$ cat config.mk
export PLATFORM = sky130hd
export DESIGN_NAME = hazard_fwd_ctrl_flat
export DESIGN_NICKNAME = d
export VERILOG_FILES = /design/src/rtl/hazard_fwd_ctrl_if.sv /design/src/rtl/hazard_fwd_ctrl.sv /design/src/flat_wrapper.sv
export SDC_FILE = /design/constraint.sdc
export NUM_CORES = 1
export LEC_CHECK = 0
export ABC_AREA = 1
export CAP_MARGIN = 20
export CORE_ASPECT_RATIO = 0.9
export CORE_MARGIN = 3
export CORE_UTILIZATION = 35
export CTS_BUF_LIST = sky130_fd_sc_hd__clkbuf_8
export DETAILED_ROUTE_END_ITERATION = 16
export PLACE_DENSITY_LB_ADDON = 0.3
export SYNTH_ARGS = -nofsm -noshare
export SYNTH_HDL_FRONTEND = slang
export SYNTH_SLANG_ARGS = --single-unit
$ cat constraint.sdc
create_clock -name clk -period 1.9 [get_ports clk]
set_input_delay 0.38 -clock clk [delete_from_list [all_inputs] [get_ports clk]]
set_output_delay 0.38 -clock clk [all_outputs]
set_load 0.05 [all_outputs]
$ cat src/rtl/hazard_fwd_ctrl_if.sv
// Pipeline-side bundle for hazard_fwd_ctrl: stage register indices, write/load flags,
// stall release/redirect inputs, and the forwarding/stall controls returned to the pipeline.
interface hazard_fwd_ctrl_if #(
    parameter int REG_AW = 5
);
    logic              id_valid;
    logic [REG_AW-1:0] id_rs1;
    logic [REG_AW-1:0] id_rs2;
    logic [REG_AW-1:0] ex_rs1;
    logic [REG_AW-1:0] ex_rs2;
    logic [REG_AW-1:0] ex_rd;
    logic              ex_RegWEn;
    logic              ex_is_load;
    logic [REG_AW-1:0] mem_rd;
    logic              mem_RegWEn;
    logic              mem_is_load;
    logic [REG_AW-1:0] wb_rd;
    logic              wb_RegWEn;
    logic              load_done;
    logic              flush;
    logic [1:0]        ForwardSelA;
    logic [1:0]        ForwardSelB;
    logic              stall_if;
    logic              stall_id;
    logic              bubble_ex;

    modport master (
        output id_valid, id_rs1, id_rs2, ex_rs1, ex_rs2, ex_rd, ex_RegWEn, ex_is_load,
               mem_rd, mem_RegWEn, mem_is_load, wb_rd, wb_RegWEn, load_done, flush,
        input  ForwardSelA, ForwardSelB, stall_if, stall_id, bubble_ex
    );

    modport slave (
        input  id_valid, id_rs1, id_rs2, ex_rs1, ex_rs2, ex_rd, ex_RegWEn, ex_is_load,
               mem_rd, mem_RegWEn, mem_is_load, wb_rd, wb_RegWEn, load_done, flush,
        output ForwardSelA, ForwardSelB, stall_if, stall_id, bubble_ex
    );
endinterface

$ cat src/rtl/hazard_fwd_ctrl.sv
// Operand forwarding select and load-use stall controller for a 5-stage pipeline.
// Optional macro HAZ_PERF_CNT_EN adds a saturating stall-cycle counter (stall_cycles, perf_clr).
module hazard_fwd_ctrl #(
    parameter int REG_AW   = 5,
    parameter int LOAD_LAT = 2
) (
    input  logic                    clk,
    input  logic                    rst_n,
    hazard_fwd_ctrl_if.slave        hif
`ifdef HAZ_PERF_CNT_EN
    ,
    input  logic                    perf_clr,
    output logic [31:0]             stall_cycles
`endif
);
    localparam logic [REG_AW-1:0] ZERO_REG = '0;
    localparam logic [2:0]        WAIT_INIT = 3'(LOAD_LAT - 1);

    typedef enum logic {
        IDLE = 1'b0,
        WAIT = 1'b1
    } state_t;

    state_t     state_q, state_d;
    logic [2:0] cnt_q, cnt_d;
    logic       detect;
    logic       stall_c;

    // MEM result wins over WB; a load in MEM has no data yet, so it cannot forward.
    function automatic logic [1:0] fwd_sel(input logic [REG_AW-1:0] rs,
                                           input logic              mem_we,
                                           input logic              mem_ld,
                                           input logic [REG_AW-1:0] mem_rd,
                                           input logic              wb_we,
                                           input logic [REG_AW-1:0] wb_rd);
        if (mem_we && !mem_ld && (mem_rd != ZERO_REG) && (mem_rd == rs))
            return 2'b10;
        else if (wb_we && (wb_rd != ZERO_REG) && (wb_rd == rs))
            return 2'b01;
        else
            return 2'b00;
    endfunction

    always_comb begin
        hif.ForwardSelA = fwd_sel(hif.ex_rs1, hif.mem_RegWEn, hif.mem_is_load, hif.mem_rd,
                                  hif.wb_RegWEn, hif.wb_rd);
        hif.ForwardSelB = fwd_sel(hif.ex_rs2, hif.mem_RegWEn, hif.mem_is_load, hif.mem_rd,
                                  hif.wb_RegWEn, hif.wb_rd);
    end

    assign detect = hif.ex_is_load && hif.ex_RegWEn && (hif.ex_rd != ZERO_REG) && hif.id_valid &&
                    ((hif.id_rs1 == hif.ex_rd) || (hif.id_rs2 == hif.ex_rd));

    always_comb begin
        state_d = state_q;
        cnt_d   = cnt_q;
        stall_c = 1'b0;
        case (state_q)
            IDLE: begin
                stall_c = detect && !hif.flush;
                if (detect && !hif.flush && (LOAD_LAT > 1)) begin
                    state_d = WAIT;
                    cnt_d   = WAIT_INIT;
                end
            end
            WAIT: begin
                // Detect is not sampled here; the stalled instruction is already accounted for.
                stall_c = !hif.load_done && !hif.flush;
                cnt_d   = cnt_q - 3'd1;
                if ((cnt_q == 3'd1) || hif.load_done || hif.flush) begin
                    state_d = IDLE;
                    cnt_d   = 3'd0;
                end
            end
            default: begin
                state_d = IDLE;
                cnt_d   = 3'd0;
            end
        endcase
    end

    always_ff @(posedge clk or negedge rst_n) begin
        if (!rst_n) begin
            state_q <= IDLE;
            cnt_q   <= 3'd0;
        end else begin
            state_q <= state_d;
            cnt_q   <= cnt_d;
        end
    end

    // Gate with rst_n so a live hazard on the inputs cannot stall while reset is held.
    always_comb begin
        hif.stall_if  = stall_c && rst_n;
        hif.stall_id  = stall_c && rst_n;
        hif.bubble_ex = stall_c && rst_n;
    end

`ifdef HAZ_PERF_CNT_EN
    logic [31:0] stall_cycles_q, stall_cycles_d;

    always_comb begin
        stall_cycles_d = stall_cycles_q;
        if (perf_clr)
            stall_cycles_d = 32'd0;
        else if (hif.stall_id && (stall_cycles_q != 32'hFFFF_FFFF))
            stall_cycles_d = stall_cycles_q + 32'd1;
    end

    always_ff @(posedge clk or negedge rst_n) begin
        if (!rst_n)
            stall_cycles_q <= 32'd0;
        else
            stall_cycles_q <= stall_cycles_d;
    end

    assign stall_cycles = stall_cycles_q;
`endif
endmodule

$ cat src/flat_wrapper.sv
// flat-port wrapper written by rule: the top's interface ports become plain ports
module hazard_fwd_ctrl_flat 
#(
    parameter int REG_AW   = 5,
    parameter int LOAD_LAT = 2
)
  (clk, rst_n, hif_id_valid, hif_id_rs1, hif_id_rs2, hif_ex_rs1, hif_ex_rs2, hif_ex_rd, hif_ex_RegWEn, hif_ex_is_load, hif_mem_rd, hif_mem_RegWEn, hif_mem_is_load, hif_wb_rd, hif_wb_RegWEn, hif_load_done, hif_flush, hif_ForwardSelA, hif_ForwardSelB, hif_stall_if, hif_stall_id, hif_bubble_ex);
  hazard_fwd_ctrl_if #(.REG_AW(REG_AW)) hif_i ();
  input  logic clk;
  input  logic rst_n;
  input wire logic [$bits(hif_i.id_valid)-1:0] hif_id_valid;
  input wire logic [$bits(hif_i.id_rs1)-1:0] hif_id_rs1;
  input wire logic [$bits(hif_i.id_rs2)-1:0] hif_id_rs2;
  input wire logic [$bits(hif_i.ex_rs1)-1:0] hif_ex_rs1;
  input wire logic [$bits(hif_i.ex_rs2)-1:0] hif_ex_rs2;
  input wire logic [$bits(hif_i.ex_rd)-1:0] hif_ex_rd;
  input wire logic [$bits(hif_i.ex_RegWEn)-1:0] hif_ex_RegWEn;
  input wire logic [$bits(hif_i.ex_is_load)-1:0] hif_ex_is_load;
  input wire logic [$bits(hif_i.mem_rd)-1:0] hif_mem_rd;
  input wire logic [$bits(hif_i.mem_RegWEn)-1:0] hif_mem_RegWEn;
  input wire logic [$bits(hif_i.mem_is_load)-1:0] hif_mem_is_load;
  input wire logic [$bits(hif_i.wb_rd)-1:0] hif_wb_rd;
  input wire logic [$bits(hif_i.wb_RegWEn)-1:0] hif_wb_RegWEn;
  input wire logic [$bits(hif_i.load_done)-1:0] hif_load_done;
  input wire logic [$bits(hif_i.flush)-1:0] hif_flush;
  output wire logic [$bits(hif_i.ForwardSelA)-1:0] hif_ForwardSelA;
  output wire logic [$bits(hif_i.ForwardSelB)-1:0] hif_ForwardSelB;
  output wire logic [$bits(hif_i.stall_if)-1:0] hif_stall_if;
  output wire logic [$bits(hif_i.stall_id)-1:0] hif_stall_id;
  output wire logic [$bits(hif_i.bubble_ex)-1:0] hif_bubble_ex;
  assign hif_i.id_valid = hif_id_valid;
  assign hif_i.id_rs1 = hif_id_rs1;
  assign hif_i.id_rs2 = hif_id_rs2;
  assign hif_i.ex_rs1 = hif_ex_rs1;
  assign hif_i.ex_rs2 = hif_ex_rs2;
  assign hif_i.ex_rd = hif_ex_rd;
  assign hif_i.ex_RegWEn = hif_ex_RegWEn;
  assign hif_i.ex_is_load = hif_ex_is_load;
  assign hif_i.mem_rd = hif_mem_rd;
  assign hif_i.mem_RegWEn = hif_mem_RegWEn;
  assign hif_i.mem_is_load = hif_mem_is_load;
  assign hif_i.wb_rd = hif_wb_rd;
  assign hif_i.wb_RegWEn = hif_wb_RegWEn;
  assign hif_i.load_done = hif_load_done;
  assign hif_i.flush = hif_flush;
  assign hif_ForwardSelA = hif_i.ForwardSelA;
  assign hif_ForwardSelB = hif_i.ForwardSelB;
  assign hif_stall_if = hif_i.stall_if;
  assign hif_stall_id = hif_i.stall_id;
  assign hif_bubble_ex = hif_i.bubble_ex;
  hazard_fwd_ctrl #(.REG_AW(REG_AW), .LOAD_LAT(LOAD_LAT)) u_core (.clk(clk), .rst_n(rst_n), .hif(hif_i));
endmodule
==> flow_metrics.tcl, run 1 <==
set metrics [dict create \
    synth_top_area_share_pct 16.72 \
    seq_power_share_pct 18.4 \
    synth_top_area_cell "xnor2_1" \
    io_pins 52 \
    worstSetupStartpointType "input pin" \
    insertion_delay_ns 0.22 \
    initialDrtViolationCount 19 \
    final_max_slew_viol_count 0 \
    setup_viol 0 \
    async_flop_share_pct 100.0 \
    regToRegStartpoint "u_core.cnt_q[0]$_DFFE_PN0P_" \
    antenna_cells 0 \
    use_met2_pct 44.22 \
    die_w_um 54.25 \
    cts_root_buf "clkbuf_8" \
    switching_share_pct 33.71 \
    pwr-share-clk_pct 32.7 \
    grt_pass1_wl_um 4540 \
    status "complete, no violations" \
    pwr-share-comb_pct 48.9 \
    max_freq_mhz 534.5 \
    synth_cells 122 \
    p_leak_nw 0.8024 \
    grt_pass1_vias 1077 \
    reg2reg_setup_slack_ns 0.57 \
    grt_util_met3_pct 3.976 \
    hold_path.class "input pin to asynchronous set/reset pin" \
    die_h_um 49.42 \
    cts_sinks 4 \
    place_ws_ns -0.4371 \
    final_cell_mix "26 x nand2_1, 15 x inv_1, 13 x dlygate4sd2_1" \
    setup_slack_ns 0.02911 \
    via_per_inst 4.714 \
    port_buffers 51 \
    max-cap-violations 0 \
    globalplace.congestion 0.8322 \
    grtUsageTotal_pct 23.20 \
    syn-cell-area_um2 733.2 \
    finalCritPeriodShare_pct 98.47 \
    wl_per_cell_um 13.44 \
    irDropWorstVdd_mv 0.2704 \
    busiest_layer "met2" \
    reg2regPathDepth 7 \
    power_switching_w 0.0001919 \
    htree_levels 1 \
    path_clk_slew_ns 0.03 \
    nets 234 \
    clk_path_buf_depth 2 \
    rows 15 \
    hpwl_um 2286 \
    rr_endpoint "u_core.cnt_q[1]$_DFFE_PN0P_" \
    fin_worst_skew_ns 0.003834 \
    grt_max_degree 6 \
    syn_nets 169 \
    critPathMaxFanout 2 \
    drcViolationCount 0 \
    cp.required_ns 1.52 \
    via_count 990 \
    grt_overflow 0 \
    synth.avg_cell_area_um2 6.010 \
    timing.critical_path.to_type "output pin" \
    antenna_found_initial 0 \
    ys_ff_latch 4 \
    cts_made_buffers 3 \
    power_density_nw_per_um2 369.6 \
    layout_commonest_cell "nand2_1" \
    yosysSeqAreaShare_pct 13.65 \
    critical_path_arrival_ns 1.49 \
    synthTopCellsByArea "xnor2_1 17%, nand2_1 15%, dfrtp_1 14%" \
    totalPowerFinal_w 0.0005693 \
    worstSetupPathType "input pin to output pin" \
    worst_pin_slew_ns 0.2774 \
    startpoint "hif_mem_rd[0]" \
    synth_edf_count 0 \
    ant_nets 0 \
    core_um2 1952 \
    p_int_w 0.0003774 \
    final_util_pct 78.91 \
    cts_tree "done" \
    relSlewSlack_pct 81.47 \
    final_cells 210 \
    yosysUniqueCellTypes 20 \
    routed_wl_um 2823 \
    syn_to_final_growth_pct 110.1 \
    fin_crit_ns 1.871 \
    rsz0062_at_grt "true" \
    drt-pass1-iter-count 4 \
    grt_util_met1_pct 24.12 \
    dp_cells 203 \
    synthFlopType "dfrtp_1" \
    hold_viol 0 \
    drive_above_1_share_pct 35.14 \
    dieArea_um2 2681 \
    yosys_warnings 0 \
    initial_utilization_pct 37.56 \
]
-- cells by family (layout without fill, tap and decap cells) --
group / after synthesis / in the layout / synth area share (%)
flops: 4 / 4 / 13.65
fa+ha+maj: 2 / 2 / 3.412
xor+xnor: 23 / 23 / 27.48
simple gates: 67 / 67 / 40.10
buf+inv: 23 / 86 / 12.80
compound gates: 3 / 3 / 2.559
-- timing repair --
item                       in CTS  in global routing
hold buffers                    0                  0
setup endpoints to repair       7                  7
pin swaps                      35                 24
gates cloned                    0                  0
resized for setup              99                 40
setup buffers                   3                  1
-- cell type report --
class / count / area [um^2]
Clock buffer: 3 / 41.29
Fill cell: 143 / 411.6
Tap cell: 25 / 31.28
Multi-Input combinational cell: 95 / 651.9
Sequential cell: 4 / 100.1
Inverter: 21 / 81.33
Timing Repair Buffer: 62 / 634.4
-- layer usage --
metal | wire [um] | up-vias | part of all wire [%]
li1 | - | 502 | -
met1 | 987 | 442 | 35
met2 | 1600 | 40 | 57
met3 | 204 | 6 | 7.2
met4 | 31 | 0 | 1.1
met5 | 0 | - | 0
-- power groups by stage --
| stage | combinational (W) | clock [W] | sequential (W) |
|---|---|---|---|
| after global placement | 0.000256 | 0 | 0.000104 |
| after CTS | 0.000254 | 0.000185 | 0.000105 |
| after floorplan | 0.000119 | 0 | 0.000102 |
| after detailed placement | 0.000269 | 0 | 0.000105 |
| final | 0.000278 | 0.000186 | 0.000105 |
| after global routing | 0.000306 | 0.000191 | 0.000105 |
-- worst max-delay path by stage --
stage               cells past startpoint            endpoint  slack [ns]
floorplan                               5  hif_ForwardSelA[0]       -0.09
global placement                       10        hif_stall_id       -0.37
detailed placement                     10       hif_bubble_ex       -0.44
CTS                                     9       hif_bubble_ex       0.004
global route                           10        hif_stall_id       -0.06
finish                                  7  hif_ForwardSelB[1]        0.03
-- cells in the mapped netlist (2+ instances only) --
cell type / instances
nand4_1: 5
nor3_1: 5
dfrtp_1: 4
nand3_1: 5
buf_4: 2
nand2_1: 29
xor2_1: 9
inv_1: 18
xnor2_1: 14
nor2_1: 18
ha_1: 2
inv_2: 3
-- registers in the layout (all words and copies together), names as in the netlist --
name            count
u_core.cnt_q        3
u_core.state_q      1
-- metrics by stage --
step / hold slack (ns) / instance area [um^2] / TNS [ns]
after floorplan: 0.08441 / 765.7 / -0.08826
after global placement: 0.4987 / 1415 / -1.868
after detailed placement: 0.4924 / 1415 / -2.203
after CTS: 0.4716 / 1448 / 0
after global routing: 0.4879 / 1540 / -0.2009
final: 0.4672 / 1540 / 0
-- worst max-delay path, stage by stage --
cell and delay, ns:
clkdlybuf4s15_1 0.20, buf_6 0.14, xnor2_2 0.13, nand4_1 0.17
nor3_4 0.21, buf_6 0.13, buf_12 0.12
No activity file was read; power rests on OpenSTA's default activity.
==> run 2, diff against run 1 <==
--- a/config.mk
+++ b/config.mk
@@ -10,7 +10,8 @@
 export CORE_ASPECT_RATIO = 0.9
 export CORE_MARGIN = 3
 export CORE_UTILIZATION = 35
-export CTS_BUF_LIST = sky130_fd_sc_hd__clkbuf_8
+export CTS_BUF_LIST = sky130_fd_sc_hd__clkbuf_4
+export CTS_CLUSTER_SIZE = 30
 export DETAILED_ROUTE_END_ITERATION = 16
 export PLACE_DENSITY_LB_ADDON = 0.3
 export SYNTH_ARGS = -nofsm -noshare
==> run 2 against run 1 <==
Total power down 14%. Critical endpoint unchanged. Largest power group unchanged. Highest routed layer unchanged. Utilization down 0.19 points. Clock-buffer cell count did not move. Final cell count is 0.48% higher. Clock skew increased by 0.0027 ns. Cell area is 0.24% lower.
==> flow_metrics.tcl, run 2 (same netlist as run 1, synthesis figures left out) <==
set metrics [dict create \
    status "complete, no violations" \
    rsz0062_at_grt "true" \
    final_max_slew_viol_count 0 \
    holdBufCountCts 0 \
    clk_path_buf_depth 2 \
    worstSetupStartpointType "input pin" \
    grt_pass1_vias 1071 \
    routed_wl_um 2811 \
    die_w_um 54.25 \
    hold_path.class "input pin to asynchronous set/reset pin" \
    cts_tree "done" \
    path_clk_slew_ns 0.04 \
    top_register "u_core.cnt_q" \
    relSlewSlack_pct 81.66 \
    hpwl_um 2286 \
    setup_viol 0 \
    final_area_um2 1536 \
    dieArea_um2 2681 \
    worst_pin_slew_ns 0.2744 \
    initialDrtViolationCount 19 \
    nets 235 \
    cts_root_buf "clkbuf_4" \
    cp.required_ns 1.52 \
    timing.critical_path.to_type "output pin" \
    largest_register_ffs 3 \
    syn_to_final_growth_pct 109.6 \
    grtUsageTotal_pct 22.09 \
    via_count 976 \
    max-cap-violations 0 \
    layout_commonest_cell "nand2_1" \
    power_density_nw_per_um2 317.7 \
    io_pins 52 \
    cts_made_buffers 3 \
    globalplace.congestion 0.8322 \
    wl_per_cell_um 13.32 \
    critPathMaxFanout 2 \
    dpl_cell_area_um2 1415 \
    max_freq_mhz 531.3 \
    final_util_pct 78.72 \
    top_regs "u_core.cnt_q: 3 flops, u_core.state_q: 1 flops" \
    grt_pass1_wl_um 4381 \
    htree_levels 1 \
    p_leak_nw 0.8003 \
    antenna_found_initial 0 \
    final_cell_mix "25 x nand2_1, 15 x inv_1, 13 x dlygate4sd2_1" \
    ant_nets 0 \
    drt-pass1-iter-count 6 \
    hold_viol 0 \
    initial_utilization_pct 37.56 \
    cts_sinks 4 \
    port_buffers 51 \
    core_um2 1952 \
    irDropWorstVdd_mv 0.2339 \
    drive_above_1_share_pct 36.56 \
    via_per_inst 4.626 \
    fin_crit_ns 1.882 \
    die_h_um 49.42 \
    grt_overflow 0 \
    drcViolationCount 0 \
    finalCritPeriodShare_pct 99.06 \
    critical_path_arrival_ns 1.50 \
    worstSetupPathType "input pin to output pin" \
    reg2regPathDepth 7 \
    grt_max_degree 6 \
    rows 15 \
    insertion_delay_ns 0.24 \
    fin_worst_skew_ns 0.006502 \
    antenna_cells 0 \
]
run 2: layout make-up:
cell class,instances,area [um^2]
Clock buffer,3,22.52
Sequential cell,4,100.1
Inverter,21,81.33
Tap cell,25,31.28
Fill cell,144,415.4
Multi-Input combinational cell,95,659.4
Timing Repair Buffer,63,641.9
run 2: power breakdown:
| group | total, W | switching [W] | internal [W] |
|---|---|---|---|
| clock | 0.000107 | 0.0000362 | 0.0000708 |
| combinational | 0.000277 | 0.000132 | 0.000145 |
| sequential | 0.000104 | 0.00000789 | 0.0000960 |
| total | 0.000488 | 0.000176 | 0.000312 |
run 2: metal layers:
layer  share of wire (%)  GRT usage, %
met5                   0             0
met1                  34         22.22
met3                 7.0         3.670
met2                  58         44.02
met4                0.28         4.979
run 2: path summary, 6_finish.rpt:
path | to | from | slack, ns
max | hif_ForwardSelB[1] | hif_mem_rd[0] | 0.02
min in group clk | u_core.cnt_q[1]$_DFFE_PN0P_ | u_core.cnt_q[1]$_DFFE_PN0P_ | 0.50
min | u_core.cnt_q[0]$_DFFE_PN0P_ | rst_n | 0.45
min reg2reg | u_core.cnt_q[1]$_DFFE_PN0P_ | u_core.cnt_q[1]$_DFFE_PN0P_ | 0.50
max reg2reg | u_core.cnt_q[1]$_DFFE_PN0P_ | u_core.cnt_q[0]$_DFFE_PN0P_ | 0.63
max in group asynchronous | u_core.state_q$_DFF_PN0_ | rst_n | 1.34
run 2: timing repair:
action / CTS / global route
setup endpoints to repair: 7 / 7
hold endpoints to repair: 0 / 0
buffers inserted: 3 / 2
pin swaps: 35 / 24
resized for setup: 100 / 41
run 2: worst max-delay path, stage by stage:
cell and delay (ns):
clkdlybuf4s15_1 0.20, buf_6 0.14, xnor2_2 0.13, nand4_1 0.17, nor3_4 0.21, buf_6 0.14
buf_12 0.12
run 2: metrics by stage:
step                worst slack [ns]  setup TNS [ns]  total power, W  instances  hold slack [ns]
finish                       0.01781               0       0.0004881        211           0.4526
global route                -0.06058         -0.2205       0.0005243        211           0.4570
CTS                         0.003720               0       0.0004654        209           0.4533
detailed placement           -0.4371          -2.203       0.0003735        203           0.4924
global placement             -0.3705          -1.868       0.0003608        203           0.4987
floorplan                   -0.08826        -0.08826       0.0002207        122          0.08441
==> run 3, diff against run 2 <==
--- a/config.mk
+++ b/config.mk
@@ -14,6 +14,7 @@
 export CTS_CLUSTER_SIZE = 30
 export DETAILED_ROUTE_END_ITERATION = 16
 export PLACE_DENSITY_LB_ADDON = 0.3
+export SETUP_SLACK_MARGIN = 0.15
 export SYNTH_ARGS = -nofsm -noshare
 export SYNTH_HDL_FRONTEND = slang
 export SYNTH_SLANG_ARGS = --single-unit
==> run 3 against run 2 <==
Critical path depth is 2 higher. Register-to-register slack worse by 0.04 ns. Cell area is 0.33% lower. Fmax is 3.3% higher. First-iteration DRC count is 58% lower. Total power is 7.4% higher. Largest power group unchanged. Die area stayed put. Sequential cell count stayed put. Sequential share of layout area hardly changed. Non-clock buffer count is 5 lower. Clock power is 13% higher. Routed wire length is 5.0% higher.
==> flow_metrics.tcl, run 3 (same netlist as run 1, synthesis figures left out) <==
set metrics [dict create \
    p_leak_nw 0.7832 \
    holdWs_ns 0.4030 \
    status "complete, no violations" \
    power_density_nw_per_um2 342.4 \
    dp_cells 203 \
    dieArea_um2 2681 \
    rows 15 \
    htree_levels 1 \
    max-cap-violations 0 \
    critPathMaxFanout 3 \
    cpPeakStageDelay_ns 0.28 \
    antenna_cells 0 \
    via_count 995 \
    rsz0062_at_grt "true" \
    hpwl_um 2173 \
    path_clk_slew_ns 0.05 \
    core_um2 1952 \
    drcViolationCount 0 \
    grt_max_degree 6 \
    grt_pass1_wl_um 4298 \
    wl_per_cell_um 14.33 \
    relSlewSlack_pct 81.23 \
    drt-pass1-iter-count 4 \
    die_w_um 54.25 \
    fin_crit_ns 1.821 \
    crit_chain "buf_6 -> nor2_2 -> nor2_1 -> nor2_1 -> nand3_1 -> nand2_2 -> nand3_4 -> a21oi_4 -> buf_12" \
    grt_overflow 0 \
    syn_to_final_growth_pct 108.9 \
    globalplace.congestion 0.8215 \
    postCtsSetupBuffers 0 \
    final_max_slew_viol_count 0 \
    cts_made_buffers 3 \
    layout_commonest_cell "nand2_1" \
    drive_above_1_share_pct 48.62 \
    insertion_delay_ns 0.26 \
    initialDrtViolationCount 8 \
    nets 230 \
    cts_root_buf "clkbuf_4" \
    port_buffers 51 \
    cpMaxStageDelayCell "a21oi_4" \
    largest_register_ffs 3 \
    max_freq_mhz 549.1 \
    die_h_um 49.42 \
    cpMostUsedCell "nor2_1" \
    holdBufCountCts 0 \
    clk_path_buf_depth 2 \
    setup_viol 0 \
    final_cell_mix "23 x nand2_1, 14 x nor2_1, 14 x buf_2" \
    antenna_found_initial 0 \
    initial_utilization_pct 37.56 \
    io_pins 52 \
    cts_tree "done" \
    grtUsageTotal_pct 21.59 \
    grt_pass1_vias 1015 \
    final_cells 206 \
    worstSetupPathType "input pin to output pin" \
    top_regs "u_core.cnt_q: 3 flops, u_core.state_q: 1 flops" \
    irDropWorstVdd_mv 0.2548 \
    worst_pin_slew_ns 0.2806 \
    hold_path.class "input pin to asynchronous set/reset pin" \
    finalCritPeriodShare_pct 95.86 \
    cts_sinks 4 \
    fin_worst_skew_ns 0.01581 \
    timing.critical_path.to_type "output pin" \
    worstSetupStartpointType "input pin" \
    critical_path_arrival_ns 1.44 \
    via_per_inst 4.830 \
    routed_wl_um 2952 \
    ant_nets 0 \
    fill_cells 147 \
    top_register "u_core.cnt_q" \
    hold_viol 0 \
    cp.required_ns 1.52 \
]
[run 3: cell count changes in the layout (fill, tap and decap cells not counted), sizes merged]
| cell | change |
|---|---|
| buf | +13 |
| clkbuf | -2 |
| clkdlybuf4s15 | -7 |
| dlygate4sd2 | -6 |
| dlymetal6s2s | -3 |
[run 3: worst paths after layout]
path | endpoint | depth (start not counted) | from | slack (ns)
setup / recovery | hif_stall_id | 9 | hif_id_rs1[0] | 0.08
min in group clk | u_core.cnt_q[1]$_DFFE_PN0P_ | 2 | u_core.cnt_q[1]$_DFFE_PN0P_ | 0.51
hold / removal | u_core.cnt_q[2]$_DFFE_PN0P_ | 2 | rst_n | 0.40
hold reg to reg | u_core.cnt_q[1]$_DFFE_PN0P_ | 2 | u_core.cnt_q[1]$_DFFE_PN0P_ | 0.51
setup reg to reg | u_core.cnt_q[1]$_DFFE_PN0P_ | 7 | u_core.cnt_q[0]$_DFFE_PN0P_ | 0.59
max in group asynchronous | u_core.cnt_q[1]$_DFFE_PN0P_ | 2 | rst_n | 1.38
[run 3: where the power goes]
group / leakage [nW] / internal (W) / switching [W]
combinational: 0.715 / 0.000157 / 0.000143
clock: 0.0138 / 0.0000716 / 0.0000496
sequential: 0.0545 / 0.0000959 / 0.00000778
total: 0.783 / 0.000324 / 0.000200
[run 3: area by class of cell]
cell class                 instances  area, um^2  area share [%]
timing repair buffer              58       580.6           37.91
tap                               25       31.28           2.042
multi-input combinational         95       708.2           46.24
clock buffer                       3       22.52           1.471
inverter                          21       88.84           5.801
sequential                         4       100.1           6.536
[run 3: timing repair]
| action | CTS | global route |
|---|---|---|
| resized for setup | 164 | 35 |
| pin swaps | 38 | 23 |
| setup endpoints to repair | 7 | 7 |
[run 3: worst max-delay path, delay by kind of cell]
| kind | cells | cell delay [ns] |
|---|---|---|
| buffers and inverters | 2 | 0.28 |
| AOI/OAI and AO/OA | 1 | 0.28 |
| and+or+nand+nor | 6 | 0.50 |
[run 3: per-layer routing]
metal,global-route usage (%),part of all wire (%)
met3,7.339,8.8
met2,39.64,54
met5,0,0
met4,6.224,1.5
met1,21.97,36
[run 3: per-stage QoR]
stage / worst slack, ns / power, W / setup TNS (ns) / cell area, um^2 / util (%)
finish: 0.07874 / 0.0005243 / 0 / 1531 / 78.46
global route: -0.01834 / 0.0005634 / -0.04993 / 1531 / 78.46
CTS: 0.07527 / 0.0004793 / 0 / 1419 / 72.69
detailed placement: -0.4869 / 0.0003820 / -2.367 / 1453 / 74.42
global placement: -0.4253 / 0.0003682 / -2.040 / 1453 / 74.42
floorplan: 0.07494 / 0.0002250 / 0 / 810.8 / -
